### config.mk
export PLATFORM = sky130hd
export DESIGN_NAME = hazard_ctrl
export DESIGN_NICKNAME = d
export VERILOG_FILES = /design/src/rtl/hazard_pkg.sv /design/src/rtl/fwd_sel.sv /design/src/rtl/hazard_ctrl.sv
export SDC_FILE = /design/constraint.sdc
export NUM_CORES = 1
export LEC_CHECK = 0
export ABC_AREA = 1
export CORE_MARGIN = 5
export CORE_UTILIZATION = 40
export CTS_CLUSTER_SIZE = 20
export DETAILED_ROUTE_END_ITERATION = 7
export MAX_ROUTING_LAYER = met4
export PLACE_DENSITY = 0.76
export REMOVE_ABC_BUFFERS = 1
export SKIP_CTS_REPAIR_TIMING = 1
export SLEW_MARGIN = 25
export SYNTH_ARGS = -nofsm -noshare
export SYNTH_HDL_FRONTEND = slang
export SYNTH_SLANG_ARGS = --single-unit
### constraint.sdc
create_clock -name clk -period 1.93 [get_ports clk]
set_clock_uncertainty 0.05 [all_clocks]
set_input_delay 0.386 -clock clk [delete_from_list [all_inputs] [get_ports clk]]
set_output_delay 0.386 -clock clk [all_outputs]
set_load 0.005 [all_outputs]
### src/rtl/hazard_pkg.sv
// hazard_pkg: shared types and constants for the 5-stage pipeline hazard
// controller.
//   REG_AW     : register-address width (8 architectural registers).
//   fwd_sel_t  : operand-forwarding mux select used in E.
//   hz_state_t : memory-wait FSM state.
package hazard_pkg;

  localparam int REG_AW = 3;

  typedef enum logic [2:0] {
    FWD_RF = 3'd0,
    FWD_MA = 3'd1,
    FWD_MB = 3'd2,
    FWD_WA = 3'd3,
    FWD_WB = 3'd4
  } fwd_sel_t;

  typedef enum logic {
    RUN  = 1'b0,
    WAIT = 1'b1
  } hz_state_t;

endpackage

### src/rtl/fwd_sel.sv
// fwd_sel: forwarding-priority selector for one E-stage source operand.
// Purely combinational.
//   ra                  : source register read in E.
//   wa3_m/wa4_m         : M-stage port A/B destinations.
//   reg_write_a_m/_b_m  : M-stage port A/B write enables.
//   wa3_w/wa4_w         : W-stage port A/B destinations.
//   reg_write_a_w/_b_w  : W-stage port A/B write enables.
//   sel                 : operand mux select.
// The youngest producer wins (M over W); within a stage port A beats port B.
// Register 0 is an ordinary register and forwards like the others.
module fwd_sel
  import hazard_pkg::*;
(
  input  logic [REG_AW-1:0] ra,
  input  logic [REG_AW-1:0] wa3_m,
  input  logic [REG_AW-1:0] wa4_m,
  input  logic              reg_write_a_m,
  input  logic              reg_write_b_m,
  input  logic [REG_AW-1:0] wa3_w,
  input  logic [REG_AW-1:0] wa4_w,
  input  logic              reg_write_a_w,
  input  logic              reg_write_b_w,
  output fwd_sel_t          sel
);

  always_comb begin
    sel = FWD_RF;
    if (reg_write_a_m && (wa3_m == ra)) begin
      sel = FWD_MA;
    end else if (reg_write_b_m && (wa4_m == ra)) begin
      sel = FWD_MB;
    end else if (reg_write_a_w && (wa3_w == ra)) begin
      sel = FWD_WA;
    end else if (reg_write_b_w && (wa4_w == ra)) begin
      sel = FWD_WB;
    end
  end

endmodule

### src/rtl/hazard_ctrl.sv
// hazard_ctrl: central hazard controller for the F/D/E/M/W pipeline.
//   clk, reset                 : clock and synchronous active-high reset.
//   RA1D/RA2D                  : D-stage sources (load-use detection).
//   RA1E/RA2E                  : E-stage sources (forwarding).
//   WA3E/WA4E, RegWriteAE/BE   : E-stage destinations/enables.
//   MemtoRegE                  : E instruction is a load on port A.
//   WA3M/WA4M, RegWriteAM/BM   : M-stage destinations/enables.
//   MemtoRegM, MemReadyM       : M load in flight / memory done this cycle.
//   WA3W/WA4W, RegWriteAW/BW   : W-stage destinations/enables.
//   BranchTakenE               : taken branch resolved in E.
//   StallF/D/E/M               : hold the pipeline registers.
//   FlushD/E/W                 : load a NOP into the pipeline registers.
//   FwdAE/FwdBE                : E operand forwarding selects.
//   MemTimeout                 : sticky, set when a wait exceeds MAX_WAIT.
//   StallCount                 : saturating count of cycles with StallF=1.
// All stall/flush/forward outputs are combinational; only the wait FSM, the
// wait counter, MemTimeout and StallCount are registered.
module hazard_ctrl
  import hazard_pkg::*;
#(
  parameter int unsigned MAX_WAIT = 15,
  parameter int unsigned CNT_W    = 16
) (
  input  logic              clk,
  input  logic              reset,
  input  logic [REG_AW-1:0] RA1D,
  input  logic [REG_AW-1:0] RA2D,
  input  logic [REG_AW-1:0] RA1E,
  input  logic [REG_AW-1:0] RA2E,
  input  logic [REG_AW-1:0] WA3E,
  input  logic [REG_AW-1:0] WA4E,
  input  logic              RegWriteAE,
  input  logic              RegWriteBE,
  input  logic              MemtoRegE,
  input  logic [REG_AW-1:0] WA3M,
  input  logic [REG_AW-1:0] WA4M,
  input  logic              RegWriteAM,
  input  logic              RegWriteBM,
  input  logic              MemtoRegM,
  input  logic              MemReadyM,
  input  logic [REG_AW-1:0] WA3W,
  input  logic [REG_AW-1:0] WA4W,
  input  logic              RegWriteAW,
  input  logic              RegWriteBW,
  input  logic              BranchTakenE,
  output logic              StallF,
  output logic              StallD,
  output logic              StallE,
  output logic              StallM,
  output logic              FlushD,
  output logic              FlushE,
  output logic              FlushW,
  output logic [2:0]        FwdAE,
  output logic [2:0]        FwdBE,
  output logic              MemTimeout,
  output logic [CNT_W-1:0]  StallCount
);

  localparam int unsigned         WCNT_W   = $clog2(MAX_WAIT + 1);
  localparam logic [WCNT_W-1:0]   WAIT_MAX = WCNT_W'(MAX_WAIT);

  hz_state_t         state;
  hz_state_t         next_state;
  logic [WCNT_W-1:0] wait_cnt;
  logic              memwait;
  logic              lduse;
  fwd_sel_t          fwd_a;
  fwd_sel_t          fwd_b;

  // Loads only write through port A, so the E-stage port B destination can
  // never create a load-use hazard.
  logic unused_e_port_b;
  assign unused_e_port_b = ^{WA4E, RegWriteBE};

  assign memwait = MemtoRegM && !MemReadyM;
  assign lduse   = MemtoRegE && RegWriteAE && ((WA3E == RA1D) || (WA3E == RA2D));

  fwd_sel u_fwd_a (
    .ra            (RA1E),
    .wa3_m         (WA3M),
    .wa4_m         (WA4M),
    .reg_write_a_m (RegWriteAM),
    .reg_write_b_m (RegWriteBM),
    .wa3_w         (WA3W),
    .wa4_w         (WA4W),
    .reg_write_a_w (RegWriteAW),
    .reg_write_b_w (RegWriteBW),
    .sel           (fwd_a)
  );

  fwd_sel u_fwd_b (
    .ra            (RA2E),
    .wa3_m         (WA3M),
    .wa4_m         (WA4M),
    .reg_write_a_m (RegWriteAM),
    .reg_write_b_m (RegWriteBM),
    .wa3_w         (WA3W),
    .wa4_w         (WA4W),
    .reg_write_a_w (RegWriteAW),
    .reg_write_b_w (RegWriteBW),
    .sel           (fwd_b)
  );

  always_ff @(posedge clk) begin
    if (reset) begin
      state <= RUN;
    end else begin
      state <= next_state;
    end
  end

  // Outputs depend only on current inputs; the FSM state merely tracks the
  // wait episode for the timeout counter.
  always_comb begin
    next_state = state;
    StallF     = 1'b0;
    StallD     = 1'b0;
    StallE     = 1'b0;
    StallM     = 1'b0;
    FlushD     = 1'b0;
    FlushE     = 1'b0;
    FlushW     = 1'b0;
    FwdAE      = fwd_a;
    FwdBE      = fwd_b;

    case (state)
      RUN:     if (memwait)   next_state = WAIT;
      WAIT:    if (MemReadyM) next_state = RUN;
      default: next_state = RUN;
    endcase

    if (reset) begin
      // Drain every stage to NOPs while in reset.
      FlushD = 1'b1;
      FlushE = 1'b1;
      FlushW = 1'b1;
      FwdAE  = FWD_RF;
      FwdBE  = FWD_RF;
    end else if (memwait) begin
      // Freeze F..M; W takes bubbles until the load data arrives. A taken
      // branch in E is held and acted on in the release cycle.
      StallF = 1'b1;
      StallD = 1'b1;
      StallE = 1'b1;
      StallM = 1'b1;
      FlushW = 1'b1;
    end else if (BranchTakenE) begin
      // D holds a wrong-path instruction, so its load-use hazard is moot.
      FlushD = 1'b1;
      FlushE = 1'b1;
    end else if (lduse) begin
      StallF = 1'b1;
      StallD = 1'b1;
      FlushE = 1'b1;
    end
  end

  // Wait counter is zero whenever the FSM sits in RUN, so every wait
  // episode starts counting from zero.
  always_ff @(posedge clk) begin
    if (reset) begin
      wait_cnt   <= '0;
      MemTimeout <= 1'b0;
    end else if ((state == RUN) || MemReadyM) begin
      wait_cnt <= '0;
    end else if (memwait) begin
      if (wait_cnt == WAIT_MAX) begin
        MemTimeout <= 1'b1;
      end else begin
        wait_cnt <= wait_cnt + WCNT_W'(1);
      end
    end
  end

  always_ff @(posedge clk) begin
    if (reset) begin
      StallCount <= '0;
    end else if (StallF && (StallCount != {CNT_W{1'b1}})) begin
      StallCount <= StallCount + CNT_W'(1);
    end
  end

endmodule

==> metrics list, run 1 <==
- Outcome: complete, no violations
- The tree is rooted in a sky130_fd_sc_hd__clkbuf_8.
* Static Leak: 1.537 nW
- The region available for standard cell placement spans 4324 um^2.
- DRC: 0
- The wire-length estimate of the detail-placed layout is 3.967 mm.
* Slew HR: 78.31%
* Antenna cells: 0
- The post-route netlist has 26.34% of its cells at a drive strength greater than 1.
* Global-route total usage across every layer: 17.22%
- The final count of hold timing violations came to 0.
* Net count of the finished layout: 417
- Family with the most delay on the worst path: simple AND/OR/NAND/NOR gates
- Across the run, the number of max-cap violations was 0.
- Power comes to 1.223 mW.
- The synthesized design spends more area on one cell type than any other, namely sky130_fd_sc_hd__dfxtp_1.
* Standard-cell row count: 24
- For this run, the detailed router's first-pass iteration total came to 4.
- Summed over all nets, wire length on met2 after detailed routing comes to 2.625 mm.
* Setup repair after global routing missed its margin: true
- In this run, synthesis produced a sequential element count of 22.
* Critical path required time: 1490 ps
- CTS sink count: 22
- Top cells by area in the synthesized netlist: sky130_fd_sc_hd__dfxtp_1 (25%), sky130_fd_sc_hd__nand2_1 (16%), sky130_fd_sc_hd__nand3_1 (8.2%), sky130_fd_sc_hd__inv_1 (7.5%), sky130_fd_sc_hd__xor2_1 (5.5%)
- The worst setup path is of the in -> out kind.
* Summed instance area of the synthesized netlist: 1760 um^2
* Wire length the detailed router placed on met1: 2.461 mm
- Clock slew at reported path FFs: 80 ps
- Die height: 76.34 um
- The clock reaches the later pin of the worst-skew pair after 270 ps.
* Wire per inst: 12.77 um
- TritonCTS built the clock tree.
* Cell-internal power: 903.9 uW
* Beginning of the worst hold path: wait_cnt[2]
- Together, buffers and inverters on the worst path number 3.
- Top layer reached by signal wires: met4
* Maximum clock insertion buffer count: 2
- Number of DRC violations after detailed-routing iteration 0: 110
- In the final layout, flip-flops and latches occupy 441.7 um^2.
* Final critical delay including setup and external delays: 1908 ps
- Power density over the cells: 414.0 nW/um^2
* Signal arrival time at the worst endpoint: 1470 ps
- NetSw: 319.2 uW
- Routability-driven placement congestion ratio: 0.8967
* X dimension of the die: 76.34 um
- Antenna violations before repair: 0
- Once layout is complete, the utilization of the core stands at 68.32%.
- Proportion of total power due to net switching: 26.10%
- The final route contains 2113 vias.
* Aggregate routed wire length: 5.413 mm
- Combinational logic is responsible for 27.0% of the overall power.
* Maximum resistive drop on vdd: 0.0003583 V
- Mean number of vias per cell: 4.983
- Startpoint of the lowest-slack register-to-register path: StallCount[1]
- Crit-path most repeated cell: sky130_fd_sc_hd__nor2_1
- Starting Density: 40.71%
- CTS built an H-tree with a depth of 1.
- Of all nets on the critical path, the largest fanout is 3.
- Count of port buffers added during placement: 67
* Number of global-route vias before repair: 2032
- The die covers 5828 um^2.
- After synthesis, flip-flops and latches occupy 25.02% of the total area.
- Timing-limited maximum frequency: 524.0 MHz
- Pin count of the biggest net entering global routing: 21
* Slew Viols, Final: 0
* Layout-stage area growth over the synthesis result: 67.80%
- Filler cell count in the final layout: 359
- Actual transition at the worst max-transition pin: 323.6 ps
- Type of the tightest min-delay check: reg -> reg
* Multi-input gate area: 1289 um^2
* Total congestion overflow: 0
- Walking the worst path, the cells encountered are dlymetal6s2s_1 > buf_6 > xnor2_2 > nand3_2 > nor3_1 > nor2_1 > nand2_1 > nor2_1 > clkbuf_2.
* Average cell area after synthesis: 6.310 um^2
- Counting every instance in the synthesized netlist gives 279.
- For this run, the number of Yosys warnings is 0.
* Critical path launch point type: input pin
- In this run, CTS created clock tree buffers numbering 3.
* Share of the clock period used by the worst path after layout: 98.88%
* Endpoints failing setup: 0
* Slowest stage delay, CP: 170 ps
- Relative contribution of sequential cells to total power: 37.5%
- Routed length on met3: 309 um
* Wire length of the first global-routing pass: 8.535 mm
* Endpoint class of the critical path: output port
* Clock share of power: 35.5%
* Top-level port count: 72
- Share of the synthesized area in the top cell type: 25.02%
* Start point of the critical path: RA1E[2]
- Synth cell types: 32
- For this design, the slowest cell found on the critical path is sky130_fd_sc_hd__nor2_1.
- Post-detailed-route count of antenna-violating nets: 0
per-stage QoR:
step / setup slack, ps / hold slack, ps / instances / TNS [ps] / cell area [um^2]
6_report: 21.68 / 432.8 / 424 / 0 / 2954
5_1_grt: -105.2 / 453.9 / 424 / -399.2 / 2954
4_1_cts: -782.6 / 436.3 / 420 / -7713 / 2713
3_5_place_dp: -767.2 / 418.9 / 416 / -11870 / 2641
3_3_place_gp: -722.2 / 419.3 / 416 / -11810 / 2641
2_1_floorplan: 153.6 / 393.6 / 271 / 0 / 1710
final cells by class:
| class | instances | share of cell area (%) |
|---|---|---|
| flip-flops and latches | 22 | 14.95 |
| clock buffers | 3 | 1.398 |
| inverters | 37 | 4.786 |
| multi-input cells | 212 | 43.63 |
| repair buffers | 97 | 32.02 |
| clock inverters | 1 | 1.017 |
| well taps | 52 | 2.202 |
worst paths after layout:
kind / end / slack [ps] / cells after the start
min reg2reg: wait_cnt[2] / 430 / 1
max: FwdAE[2] / 20 / 9
min: wait_cnt[2] / 430 / 1
max reg2reg: StallCount[11] / 160 / 10
state kept, by name (all words and copies together), names as in the netlist:
signal and count:
StallCount 16, wait_cnt 4, MemTimeout 1, state 1
kinds of logic (layout without fill, tap and decap cells):
| group | Yosys count | count (layout) | synth area share (%) |
|---|---|---|---|
| xor+xnor | 20 | 20 | 9.950 |
| compound gates | 39 | 39 | 13.79 |
| buf+inv | 45 | 138 | 10.73 |
| flops | 22 | 22 | 25.02 |
| simple gates | 151 | 151 | 39.09 |
| fa+ha+maj | 2 | 2 | 1.421 |
cells in the mapped netlist (all sizes together):
master / n
o2111ai: 1
inv: 37
nand2: 78
buf: 8
nor3: 8
dfxtp: 22
o21ai: 5
a31oi: 2
o22ai: 3
ha: 2
a21oi: 24
xnor2: 9
or2: 3
nand4: 5
nor2: 27
xor2: 11
nand3: 30
a211oi: 1
o31ai: 2
a2111oi: 1
layer usage:
metal	vias to the layer above	track usage (%)
met5	-	-
met4	0	1.923
met3	2	3.664
met2	59	28.51
met1	969	22.25
li1	1083	-
cell usage in the layout, fill, tap and decap left out, drive strengths merged, types with 5 or more instances in the layout:
master,n
nand2,78
inv,37
buf,37
dlymetal6s2s,31
nand3,30
nor2,27
a21oi,24
clkdlybuf4s50,22
dfxtp,22
xor2,11
clkbuf,10
xnor2,9
nor3,8
nand4,5
o21ai,5
power groups by stage:
stage	clock network, mW	registers (mW)	logic (mW)
6_report	0.434	0.459	0.330
5_1_grt	0.460	0.459	0.360
4_1_cts	0.444	0.459	0.291
3_5_place_dp	0	0.469	0.290
3_3_place_gp	0	0.469	0.287
2_1_floorplan	0	0.469	0.100
Power figures use the tool's default switching activity.
==> run 2, diff against run 1 <==
Settings changed: SLEW_MARGIN 25 to 10.
==> results of run 2 <==
The final DEF is identical to that of run 1; final timing and power are the same.
